**src/rtl/mem_port_arbiter_pkg.sv**
```systemverilog
// Shared types and constants for the two-port memory arbiter.
package mem_port_arbiter_pkg;

  // Arbiter FSM states.
  typedef enum logic [1:0] {
    StIdle   = 2'd0,
    StAccess = 2'd1,
    StResp   = 2'd2
  } arb_state_e;

  // Which requester owns the in-flight access.
  typedef enum logic {
    OwnIf = 1'b0,
    OwnD  = 1'b1
  } owner_e;

  // Latency down-counter width; covers MEM_LATENCY up to 15.
  localparam int unsigned CntW = 4;

endpackage

```
**src/rtl/rr_grant2.sv**
```systemverilog
// Combinational 2-way round-robin grant: bit 0 = IF, bit 1 = D.
module rr_grant2
  import mem_port_arbiter_pkg::*;
(
  input  logic [1:0] req,
  input  owner_e     last_grant,
  output logic [1:0] gnt
);

  // On a tie, favour whichever port was not granted last.
  always_comb begin
    gnt = 2'b00;
    unique case (req)
      2'b01:   gnt = 2'b01;
      2'b10:   gnt = 2'b10;
      2'b11:   gnt = (last_grant == OwnD) ? 2'b01 : 2'b10;
      default: gnt = 2'b00;
    endcase
  end

endmodule

```
**src/rtl/mem_port_arbiter.sv**
```systemverilog
// Arbitrates an asynchronously read single-port memory between the
// instruction-fetch and data ports, with a fixed per-access latency.
module mem_port_arbiter
  import mem_port_arbiter_pkg::*;
#(
  parameter int unsigned MEM_LATENCY = 4,
  parameter int unsigned DATA_W      = 32,
  parameter int unsigned ADDR_W      = 32
) (
  input  logic              clk,
  input  logic              reset,
  input  logic              if_req,
  input  logic [ADDR_W-1:0] if_addr,
  output logic              if_ready,
  output logic              if_valid,
  output logic [DATA_W-1:0] if_rdata,
  input  logic              d_req,
  input  logic              d_we,
  input  logic [ADDR_W-1:0] d_addr,
  input  logic [DATA_W-1:0] d_wdata,
  output logic              d_ready,
  output logic              d_valid,
  output logic [DATA_W-1:0] d_rdata,
  output logic              mem_en,
  output logic              mem_we,
  output logic [ADDR_W-1:0] mem_addr,
  output logic [DATA_W-1:0] mem_wdata,
  input  logic [DATA_W-1:0] mem_rdata,
  output logic              busy
);

  localparam logic [CntW-1:0] CntInit = CntW'(MEM_LATENCY - 1);

  arb_state_e        state_q, state_d;
  logic [CntW-1:0]   cnt_q, cnt_d;
  owner_e            owner_q, owner_d;
  owner_e            last_grant_q, last_grant_d;
  logic              we_q, we_d;
  logic [ADDR_W-1:0] addr_q, addr_d;
  logic [DATA_W-1:0] wdata_q, wdata_d;
  logic [DATA_W-1:0] if_rdata_q, if_rdata_d;
  logic [DATA_W-1:0] d_rdata_q, d_rdata_d;
  logic [1:0]        gnt;
  logic              accept;

  rr_grant2 u_rr_grant2 (
    .req        ({d_req, if_req}),
    .last_grant (last_grant_q),
    .gnt        (gnt)
  );

  assign accept = (state_q == StIdle) && (gnt != 2'b00);

  // Next-state: grant/latch in idle, count down the access, then respond.
  always_comb begin
    state_d      = state_q;
    cnt_d        = cnt_q;
    owner_d      = owner_q;
    last_grant_d = last_grant_q;
    we_d         = we_q;
    addr_d       = addr_q;
    wdata_d      = wdata_q;
    if_rdata_d   = if_rdata_q;
    d_rdata_d    = d_rdata_q;
    unique case (state_q)
      StIdle: begin
        if (accept) begin
          owner_d      = gnt[1] ? OwnD : OwnIf;
          last_grant_d = gnt[1] ? OwnD : OwnIf;
          addr_d       = gnt[1] ? d_addr : if_addr;
          we_d         = gnt[1] & d_we;
          wdata_d      = gnt[1] ? d_wdata : '0;
          cnt_d        = CntInit;
          state_d      = StAccess;
        end
      end
      StAccess: begin
        if (cnt_q != '0) begin
          cnt_d = cnt_q - 1'b1;
        end else begin
          // Final access cycle: the array write happens now, or read data is sampled.
          if (we_q) begin
            d_rdata_d = '0;
          end else if (owner_q == OwnD) begin
            d_rdata_d = mem_rdata;
          end else begin
            if_rdata_d = mem_rdata;
          end
          state_d = StResp;
        end
      end
      StResp:  state_d = StIdle;
      default: state_d = StIdle;
    endcase
  end

  // State registers with synchronous reset; an aborted access simply vanishes.
  always_ff @(posedge clk) begin
    if (reset) begin
      state_q      <= StIdle;
      cnt_q        <= '0;
      owner_q      <= OwnIf;
      last_grant_q <= OwnD;
      we_q         <= 1'b0;
      addr_q       <= '0;
      wdata_q      <= '0;
      if_rdata_q   <= '0;
      d_rdata_q    <= '0;
    end else begin
      state_q      <= state_d;
      cnt_q        <= cnt_d;
      owner_q      <= owner_d;
      last_grant_q <= last_grant_d;
      we_q         <= we_d;
      addr_q       <= addr_d;
      wdata_q      <= wdata_d;
      if_rdata_q   <= if_rdata_d;
      d_rdata_q    <= d_rdata_d;
    end
  end

  // Outputs decoded from registers; forced to their reset values while reset is high.
  always_comb begin
    if_ready  = !reset && (state_q == StIdle) && gnt[0];
    d_ready   = !reset && (state_q == StIdle) && gnt[1];
    if_valid  = !reset && (state_q == StResp) && (owner_q == OwnIf);
    d_valid   = !reset && (state_q == StResp) && (owner_q == OwnD);
    mem_en    = !reset && (state_q == StAccess);
    mem_we    = mem_en && (cnt_q == '0) && we_q;
    busy      = !reset && (state_q != StIdle);
    mem_addr  = reset ? '0 : addr_q;
    mem_wdata = reset ? '0 : wdata_q;
    if_rdata  = reset ? '0 : if_rdata_q;
    d_rdata   = reset ? '0 : d_rdata_q;
  end

endmodule
```
**config.mk**
```make
export PLATFORM = sky130hd
export DESIGN_NAME = mem_port_arbiter
export DESIGN_NICKNAME = d
export VERILOG_FILES = /design/src/rtl/mem_port_arbiter_pkg.sv /design/src/rtl/rr_grant2.sv /design/src/rtl/mem_port_arbiter.sv
export SDC_FILE = /design/constraint.sdc
export NUM_CORES = 1
export LEC_CHECK = 0
export BUFFER_PORTS_ARGS = -buffer_cell sky130_fd_sc_hd__buf_2
export CAP_MARGIN = 5
export CORE_MARGIN = 3
export CORE_UTILIZATION = 40
export DETAILED_ROUTE_END_ITERATION = 7
export PLACE_DENSITY = 0.68
export SLEW_MARGIN = 15
export SYNTH_ARGS = -nofsm -noshare
export SYNTH_HDL_FRONTEND = slang
export SYNTH_HIERARCHICAL = 1
export SYNTH_SLANG_ARGS = --single-unit
```
**constraint.sdc**
```tcl
create_clock -name clk -period 4.6 [get_ports clk]
set_clock_uncertainty 0.05 [all_clocks]
set_input_delay 0.46 -clock clk [delete_from_list [all_inputs] [get_ports clk]]
set_output_delay 0.46 -clock clk [all_outputs]
set_load 0.005 [all_outputs]
```
==> results of run 1 <==
## worst paths after layout
path	end	cells past startpoint	start
min reg2reg	wdata_q[5]$_SDFFE_PP0P_	1	wdata_q[5]$_SDFFE_PP0P_
max	d_ready	5	last_grant_q$_SDFFE_PP1P_
max reg2reg	if_rdata_q[0]$_SDFFE_PP0P_	6	cnt_q[0]$_SDFFE_PP0P_
min	wdata_q[19]$_SDFFE_PP0P_	2	d_wdata[19]
## kinds of logic after synthesis
family          count (synthesis)  share of synthesized area
flops                         137                      0.401
compound gates                175                      0.222
fa+ha+maj                       1                    0.00183
mux                            64                      0.116
simple gates                  216                      0.200
buf+inv                        74                     0.0595
## critical path, stage by stage, from the launching register on
cell and delay, ps:
dfxtp_1 360, a21boi_4 150, buf_4 470, nor4b_4 290, buf_4 390, buf_2 190
## power by group
part / switching, mW / internal, mW / leakage (nW) / total [mW]
clock: 0.533 / 0.984 / 0.311 / 1.52
combinational: 0.396 / 0.325 / 2.52 / 0.721
sequential: 0.0491 / 1.30 / 1.12 / 1.35
## routing by layer
| metal | vias to the layer above | part of all wire | wire [um] | GRT usage |
|---|---|---|---|---|
| met3 | 25 | 0.067 | 1190 | 0.0504 |
| met2 | 176 | 0.46 | 8220 | 0.302 |
| met1 | 2603 | 0.45 | 7960 | 0.243 |
| met4 | 2 | 0.023 | 410 | 0.0661 |
| li1 | 2845 | - | - | - |
| met5 | - | 0.00073 | 13 | 0 |
## cells in the mapped netlist, drive strengths merged (2+ instances only)
cell,count,area (um^2)
a21boi,3,22.5
clkbuf,40,150
o2bb2ai,31,272
a221o,2,20.0
mux2,32,473
inv,4,15.0
a21oi,34,181
a211oi,33,398
nor2b,192,1200
o31ai,2,15.0
a41oi,31,272
nor3b,2,20.0
or2,2,12.5
buf,30,241
dfxtp,137,2740
mux2i,32,320
a22o,33,289
nor2,7,26.3
nor4b,2,32.5
nand2,2,7.51
## area by class of cell
| cell class | count | area [um^2] | area share |
|---|---|---|---|
| clock buffer | 19 | 443 | 0.0502 |
| multi-input combinational | 456 | 3710 | 0.421 |
| clock inverter | 13 | 216 | 0.0245 |
| sequential | 137 | 2740 | 0.311 |
| tap | 220 | 275 | 0.0312 |
| inverter | 4 | 15.0 | 0.00170 |
| timing repair buffer | 277 | 1420 | 0.161 |
## registers in the layout, indices dropped and copies added (netlist names)
register	count
addr_q	32
d_rdata_q	32
if_rdata_q	32
wdata_q	32
cnt_q	4
state_q	2
last_grant_q	1
owner_q	1
we_q	1
==> results.yml, run 1 <==
run_status:
  status: "finished, final reports clean"
layout:
  insertedDiodeCount: 0
  nFillCells: 1523
  finalInstanceArea_um2: 8820
  mostFrequentLayoutCell: "buf_2"
  layout-drive-gt1-share: 0.422
  area_delta_synth_final_pct: 29.1
  final_nets: 1027
  final_cell_mix: "buf_2 (266), nor2b_1 (191), dfxtp_1 (136), a22o_1 (33), a21oi_1 (33)"
  final_cells: 1126
  utilization: 0.530
synthesis:
  synthFlopType: "dfxtp_1"
  synth_edf_count: 0
  synth_cell_types: 47
  avgSynthCellArea_um2: 10.2
  ys_ff_latch: 137
  synthesis.nets: 801
  netlist_area_um2: 6840
  synthCells: 667
  ys_async_sr_fraction: 0
  yosysWarnings: 6
  ys_seq_area_frac: 0.401
clock_network:
  ctsHoldBuffers: 0
  post_cts_resized: 0
  cts_tree: "done"
  cts-buffers-inserted: 17
  clock_tree.root_cell: "clkbuf_16"
  clock_latency_ps: 400
  clockBufferDepth: 2
  ctsHtreeMaxLevel: 4
  cts_sinks: 137
  clk_pin_slew_worst_paths_ps: 60
  cts_setup_buffers: 0
floorplanning:
  die_y_um: 137
  core-area_um2: 16600
  die_area_um2: 18700
  chipWidth_um: 137
  start_util: 0.411
  std_cell_rows: 47
  ios: 268
critical_path:
  worstPathArrival_ps: 2260
  critPathCaptureType: "output pin"
  r2r_slack_ps: 1830
  crit_fanout: 35
  timing_worst_setup_path_type: "register to output pin"
  critPathLaunchType: "register"
  required_ps: 4090
global_routing:
  grt_remaining_overflow: 0
  grt_max_degree: 110
  grt_antenna_before_repair: 1
  grt_pass1_wl_um: 28300
  grt_pass1_vias: 5484
  track_usage: 0.188
place:
  port_buffers: 267
  gp_congestion: 0.767
  numPlacedInstances: 1094
  hpwlAfterDp_um: 11800
  placed_cell_area_um2: 8160
  pre_cts_ws_ps: 1820
sta:
  timing.final.crit_share: 0.603
  hold_viol: 0
  holdWs_ps: 213
  setup_viol: 0
  slew_viol_final: 0
  post-route-min-period_ps: 2770
  setup_slack_ps: 1830
  fmax_mhz: 361
  rsz0062_at_grt: "false"
  tns_ps: 0
  tightest_slew_ps: 1100
  slew_headroom: 0.266
routing:
  wl_per_cell_um: 15.8
  avgViaCountPerCell: 5.02
  vias: 5651
  drc: 0
  ant_nets: 0
  drt-initial-drc-count: 207
  drtPass1Iterations: 4
  wl_um: 17800
power_and_ir_drop:
  power.density_nw_per_um2: 407
  p_leak_nw: 3.94
  vdd_drop_max_mv: 0.236
  power_mw: 3.59
run:
  drv_cap: 0
worst_hold_path:
  hold_path_class: "input port to register"
Note: power is estimated with default switching activity, not from simulation.
==> run 2, diff against run 1 <==
--- a/config.mk
+++ b/config.mk
@@ -10,7 +10,7 @@
 export CORE_MARGIN = 3
 export CORE_UTILIZATION = 40
 export DETAILED_ROUTE_END_ITERATION = 7
-export PLACE_DENSITY = 0.68
+export PLACE_DENSITY = 0.7
 export SLEW_MARGIN = 15
 export SYNTH_ARGS = -nofsm -noshare
 export SYNTH_HDL_FRONTEND = slang
==> constraint.sdc (replaced) <==
create_clock -name clk -period 2.4 [get_ports clk]
set_clock_uncertainty 0.05 [all_clocks]
set_input_delay 0.24 -clock clk [delete_from_list [all_inputs] [get_ports clk]]
set_output_delay 0.24 -clock clk [all_outputs]
set_load 0.005 [all_outputs]
==> results.yml, run 2 (same netlist as run 1, synthesis figures left out) <==
run_status:
  status: "finished, final reports clean"
layout:
  nFillCells: 1480
  area_delta_synth_final_pct: 34.7
  mostFrequentLayoutCell: "buf_2"
  layout-drive-gt1-share: 0.415
  final_nets: 1068
  final_cells: 1167
  seqCellArea_um2: 2740
  multi_input_comb_area_um2: 3720
  insertedDiodeCount: 0
  final_cell_mix: "buf_2 (266), nor2b_1 (191), dfxtp_1 (136), a22o_1 (33), a21oi_1 (33)"
place:
  port_buffers: 267
  hpwlAfterDp_um: 12100
  gp_congestion: 0.740
  numPlacedInstances: 1103
routing:
  wl_per_cell_um: 15.8
  met2WireLength_um: 8760
  met3_length_um: 1180
  drc: 0
  wl_met1_um: 8190
  top_layer: "met4"
  vias: 5838
  drtPass1Iterations: 4
  wl_um: 18400
  avgViaCountPerCell: 5.00
  drt-initial-drc-count: 241
  ant_nets: 0
sta:
  post-route-min-period_ps: 2160
  rsz0062_at_grt: "false"
  fmax_mhz: 464
  slew_viol_final: 0
  hold_viol: 0
  tns_ps: 0
  slew_headroom: 0.548
  timing.final.crit_share: 0.898
  tightest_slew_ps: 679
  setup_viol: 0
critical_path:
  worstPathArrival_ps: 1870
  crit_path_max_incr_delay_ps: 330
  cp_slowest_cell: "dfxtp_1"
  critPathCaptureType: "output pin"
  timing_worst_setup_path_type: "register to output pin"
  path_cells: "inv_1 > ha_1 > nor3b_4 > buf_6 > nand2_1 > nor3b_2 > buf_2"
  required_ps: 2110
  critPathLaunchType: "register"
  crit_fanout: 11
floorplanning:
  chipWidth_um: 137
  std_cell_rows: 47
  die_y_um: 137
  start_util: 0.411
  core-area_um2: 16600
  die_area_um2: 18700
  ios: 268
power_and_ir_drop:
  vdd_drop_max_mv: 0.482
  sw_frac_of_total: 0.279
  pwr-share-seq: 0.385
  p_int_mw: 4.86
  clockPowerShare: 0.396
  power_switching_mw: 1.88
  p_leak_nw: 4.12
  power.density_nw_per_um2: 733
  pwr-share-comb: 0.219
clock_network:
  cts-buffers-inserted: 17
  ctsHtreeMaxLevel: 4
  clock_tree.root_cell: "clkbuf_16"
  clock_latency_ps: 400
  cts_tree: "done"
  clockBufferDepth: 2
  cts_sinks: 137
  clk_pin_slew_worst_paths_ps: 60
  cts_setup_buffers: 0
run:
  drv_cap: 0
global_routing:
  grt_max_degree: 73
  grt_antenna_before_repair: 0
  grt_remaining_overflow: 0
  grt_pass1_vias: 5590
  track_usage: 0.191
  grt_pass1_wl_um: 28700
worst_hold_path:
  hold_path_class: "input port to register"
run 2: cell count changes in the layout (fill, tap and decap cells not counted), sizes merged:
cell,change
buf,+9
bufinv,-2
clkbuf,-1
clkinv,+4
dlygate4sd3,+32
inv,-1
run 2: critical path, delay by kind of cell, from the launching register on:
family        cells  cell delay (ps)
buf+inv           3              390
flops             1              330
simple gates      3              530
fa+ha+maj         1              200
run 2: final cells by class:
cell class	count	share of cell area
timing repair buffer	318	0.201
multi-input combinational	456	0.404
sequential	137	0.298
inverter	4	0.00163
clock inverter	14	0.0186
clock buffer	18	0.0477
tap	220	0.0299
run 2: path summary, 6_finish.rpt:
kind,from,to,slack [ps],depth (start not counted)
worst max-delay path,cnt_q[0]$_SDFFE_PP0P_,mem_we,240,7
worst min-delay path,d_wdata[8],wdata_q[8]$_SDFFE_PP0P_,30,2
worst max register to register,cnt_q[0]$_SDFFE_PP0P_,if_rdata_q[0]$_SDFFE_PP0P_,530,6
worst min register to register,wdata_q[29]$_SDFFE_PP0P_,wdata_q[29]$_SDFFE_PP0P_,420,1
run 2: power groups by stage:
stage	combinational, mW	sequential, mW	clock [mW]
floorplan	1.04	2.61	0
global placement	1.42	2.64	0
detailed placement	1.44	2.64	0
CTS	1.48	2.59	2.75
global route	1.62	2.62	2.86
finish	1.48	2.60	2.67
run 2: routing by layer:
metal / GRT usage / vias to the layer above
met2: 0.314 / 175
met5: 0 / -
met3: 0.0518 / 20
met4: 0.0560 / 0
met1: 0.247 / 2713
li1: - / 2930
run 2: repair_timing:
item,CTS,global route
hold endpoints to repair,32,0
hold buffers,32,0
setup endpoints to repair,0,1
gates resized for setup,0,2
run 2: per-stage QoR:
stage	utilization	cell area (um^2)	setup slack [ps]	total power, mW	hold slack, ps
6_report	0.553	9210	244	6.74	26.7
3_5_place_dp	0.497	8270	543	4.08	396
2_1_floorplan	-	6840	600	3.65	323
5_1_grt	0.553	9210	91.4	7.09	22.8
3_3_place_gp	0.497	8270	579	4.06	399
4_1_cts	0.553	9200	100	6.83	3.29
==> run 3, diff against run 2 <==
--- a/config.mk
+++ b/config.mk
@@ -10,9 +10,8 @@
 export CORE_MARGIN = 3
 export CORE_UTILIZATION = 40
 export DETAILED_ROUTE_END_ITERATION = 7
-export PLACE_DENSITY = 0.7
+export PLACE_DENSITY = 0.71
 export SLEW_MARGIN = 15
 export SYNTH_ARGS = -nofsm -noshare
 export SYNTH_HDL_FRONTEND = slang
-export SYNTH_HIERARCHICAL = 1
 export SYNTH_SLANG_ARGS = --single-unit
==> results.yml, run 3 <==
clock_network:
  clock_latency_ps: 410
  clockBufferDepth: 2
  cts_sinks: 137
  cts-buffers-inserted: 17
  cts_tree: "done"
  clock_tree.root_cell: "clkbuf_16"
  ctsHtreeMaxLevel: 4
  clk_pin_slew_worst_paths_ps: 60
sta:
  post-route-min-period_ps: 2190
  hold_viol: 0
  slew_headroom: 0.568
  setup_viol: 0
  timing.final.crit_share: 0.912
  rsz0062_at_grt: "false"
  tightest_slew_ps: 648
  holdWs_ps: 62.4
  slew_viol_final: 0
  tns_ps: 0
  fmax_mhz: 457
run_status:
  status: "finished, final reports clean"
place:
  gp_congestion: 0.807
  port_buffers: 267
  hpwlAfterDp_um: 12300
synthesis:
  ys_seq_area_frac: 0.411
  synth_edf_count: 0
  ys_async_sr_fraction: 0
  synthesis.nets: 811
  synthFlopType: "dfxtp_1"
  synth_area_leader_cell: "dfxtp_1"
  avgSynthCellArea_um2: 9.88
  yosys-top-cells-count: "nor2b_1 (193), dfxtp_1 (137), clkbuf_1 (42), a21oi_1 (33)"
  yosysWarnings: 0
  netlist_area_um2: 6680
  synth_area_leaders: "dfxtp_1 (41%), nor2b_1 (18%), mux2_4 (6.7%)"
  synth_cell_types: 47
  synthCells: 676
  synth_most_common_cell: "nor2b_1"
  synth_top_area_share: 0.411
  ys_ff_latch: 137
worst_hold_path:
  hold_path_class: "input port to register"
critical_path:
  critPathCaptureType: "output pin"
  critPathCapture: "mem_we"
  worstPathArrival_ps: 1900
  timing_worst_setup_path_type: "register to output pin"
  r2r_cells: 7
  crit_fanout: 11
  rr_endpoint: "if_rdata_q[0]$_SDFFE_PP0P_"
  r2r-start: "cnt_q[0]$_SDFFE_PP0P_"
  r2r_slack_ps: 290
  critPathLaunchType: "register"
  required_ps: 2110
  startpoint: "cnt_q[0]$_SDFFE_PP0P_"
power_and_ir_drop:
  power.density_nw_per_um2: 760
  sw_frac_of_total: 0.260
  clockPowerShare: 0.432
  pwr-share-comb: 0.197
  p_int_mw: 5.14
  p_leak_nw: 4.14
  vdd_drop_max_mv: 0.496
  pwr-share-seq: 0.371
  power_switching_mw: 1.81
routing:
  vias: 5970
  avgViaCountPerCell: 5.09
  ant_nets: 0
  drtPass1Iterations: 4
  drt-initial-drc-count: 308
  drc: 0
  wl_per_cell_um: 16.0
  wl_um: 18800
global_routing:
  track_usage: 0.201
  grt_remaining_overflow: 0
  grt_pass1_vias: 5840
  grt_pass1_wl_um: 29500
  grt_max_degree: 108
  grt_antenna_before_repair: 1
floorplanning:
  std_cell_rows: 46
  start_util: 0.414
  chipWidth_um: 135
  ios: 268
  die_area_um2: 18300
  die_y_um: 135
  core-area_um2: 16100
layout:
  mostFrequentLayoutCell: "buf_2"
  nFillCells: 1439
  final_nets: 1078
  layout-drive-gt1-share: 0.374
  seqCellArea_um2: 2740
  multi_input_comb_area_um2: 3580
  area_delta_synth_final_pct: 36.8
  final_cell_mix: "buf_2 (266), nor2b_1 (192), dfxtp_1 (136), a21oi_1 (33), dlygate4sd3_1 (33)"
run:
  drv_cap: 0
run 3: cell types whose count changed after synthesis, sizes merged, moves of 2 or more:
cell | before | now
a221o | 2 | 0
nor2 | 7 | 10
clkbuf | 40 | 42
a21boi | 3 | 1
nand2 | 2 | 4
nor3 | 0 | 2
buf | 30 | 27
run 3: worst min-delay path by stage:
stage                  startpoint                    endpoint  slack [ps]  cells after the start
floorplan                    d_we           we_q$_SDFFE_PP0P_         310                      1
global placement             d_we           we_q$_SDFFE_PP0P_         400                      2
detailed placement     d_wdata[6]     wdata_q[6]$_SDFFE_PP0P_         410                      2
CTS                 mem_rdata[31]  d_rdata_q[31]$_SDFFE_PP0P_          40                      3
global route        mem_rdata[31]  d_rdata_q[31]$_SDFFE_PP0P_          80                      3
finish              mem_rdata[31]  d_rdata_q[31]$_SDFFE_PP0P_          60                      3
run 3: repair_timing:
item                                    CTS  global route
buffers inserted                          0             2
endpoints found under the hold margin    33             0
endpoints found under the setup margin    1             1
resized for setup                         1             0
hold buffers                             33             0
run 3: cell type report:
type / instances / area share
Antenna cell: 1 / 0.000274
Clock buffer: 21 / 0.0504
Clock inverter: 11 / 0.0238
Inverter: 5 / 0.00205
Multi-Input combinational cell: 465 / 0.392
Sequential cell: 137 / 0.300
Tap cell: 216 / 0.0296
Timing Repair Buffer: 317 / 0.201
run 3: worst max-delay path, cell delays in order, from the launching register on:
cell and delay [ps]:
dfxtp_1 330, inv_1 80, ha_1 210, nor3b_4 320
nand2_2 230, nor2_1 160, buf_2 140
run 3: power groups by stage:
stage | Combinational, mW | Sequential, mW | Clock (mW)
6_report | 1.37 | 2.58 | 3.00
5_1_grt | 1.50 | 2.60 | 3.17
4_1_cts | 1.35 | 2.58 | 3.05
3_5_place_dp | 1.30 | 2.62 | 0
3_3_place_gp | 1.28 | 2.62 | 0
2_1_floorplan | 0.912 | 2.59 | 0
run 3: metrics by stage:
stage	util	setup WS (ps)	cells	power [mW]	instance area, um^2
3_5_place_dp	0.503	339	1105	3.92	8110
3_3_place_gp	0.503	398	1105	3.90	8110
4_1_cts	0.566	73.9	1170	6.98	9120
5_1_grt	0.567	66.9	1173	7.27	9140
6_report	0.567	210	1173	6.94	9140
2_1_floorplan	-	601	676	3.51	6680
run 3: metal layers:
layer	track usage	up-vias	routed length, um
met5	0	-	0
met4	0.0845	0	542
met3	0.0579	41	1160
met2	0.339	213	9170
met1	0.239	2758	7900
li1	-	2958	-
run 3: cells by family (layout without fill, tap and decap cells):
group	Yosys count	count (layout)	share of synthesized area
compound gates	173	173	0.200
other cells	0	1	0
mux	64	64	0.119
simple gates	226	226	0.210
fa+ha+maj	2	2	0.00375
buf+inv	74	354	0.0566
flops	137	137	0.411
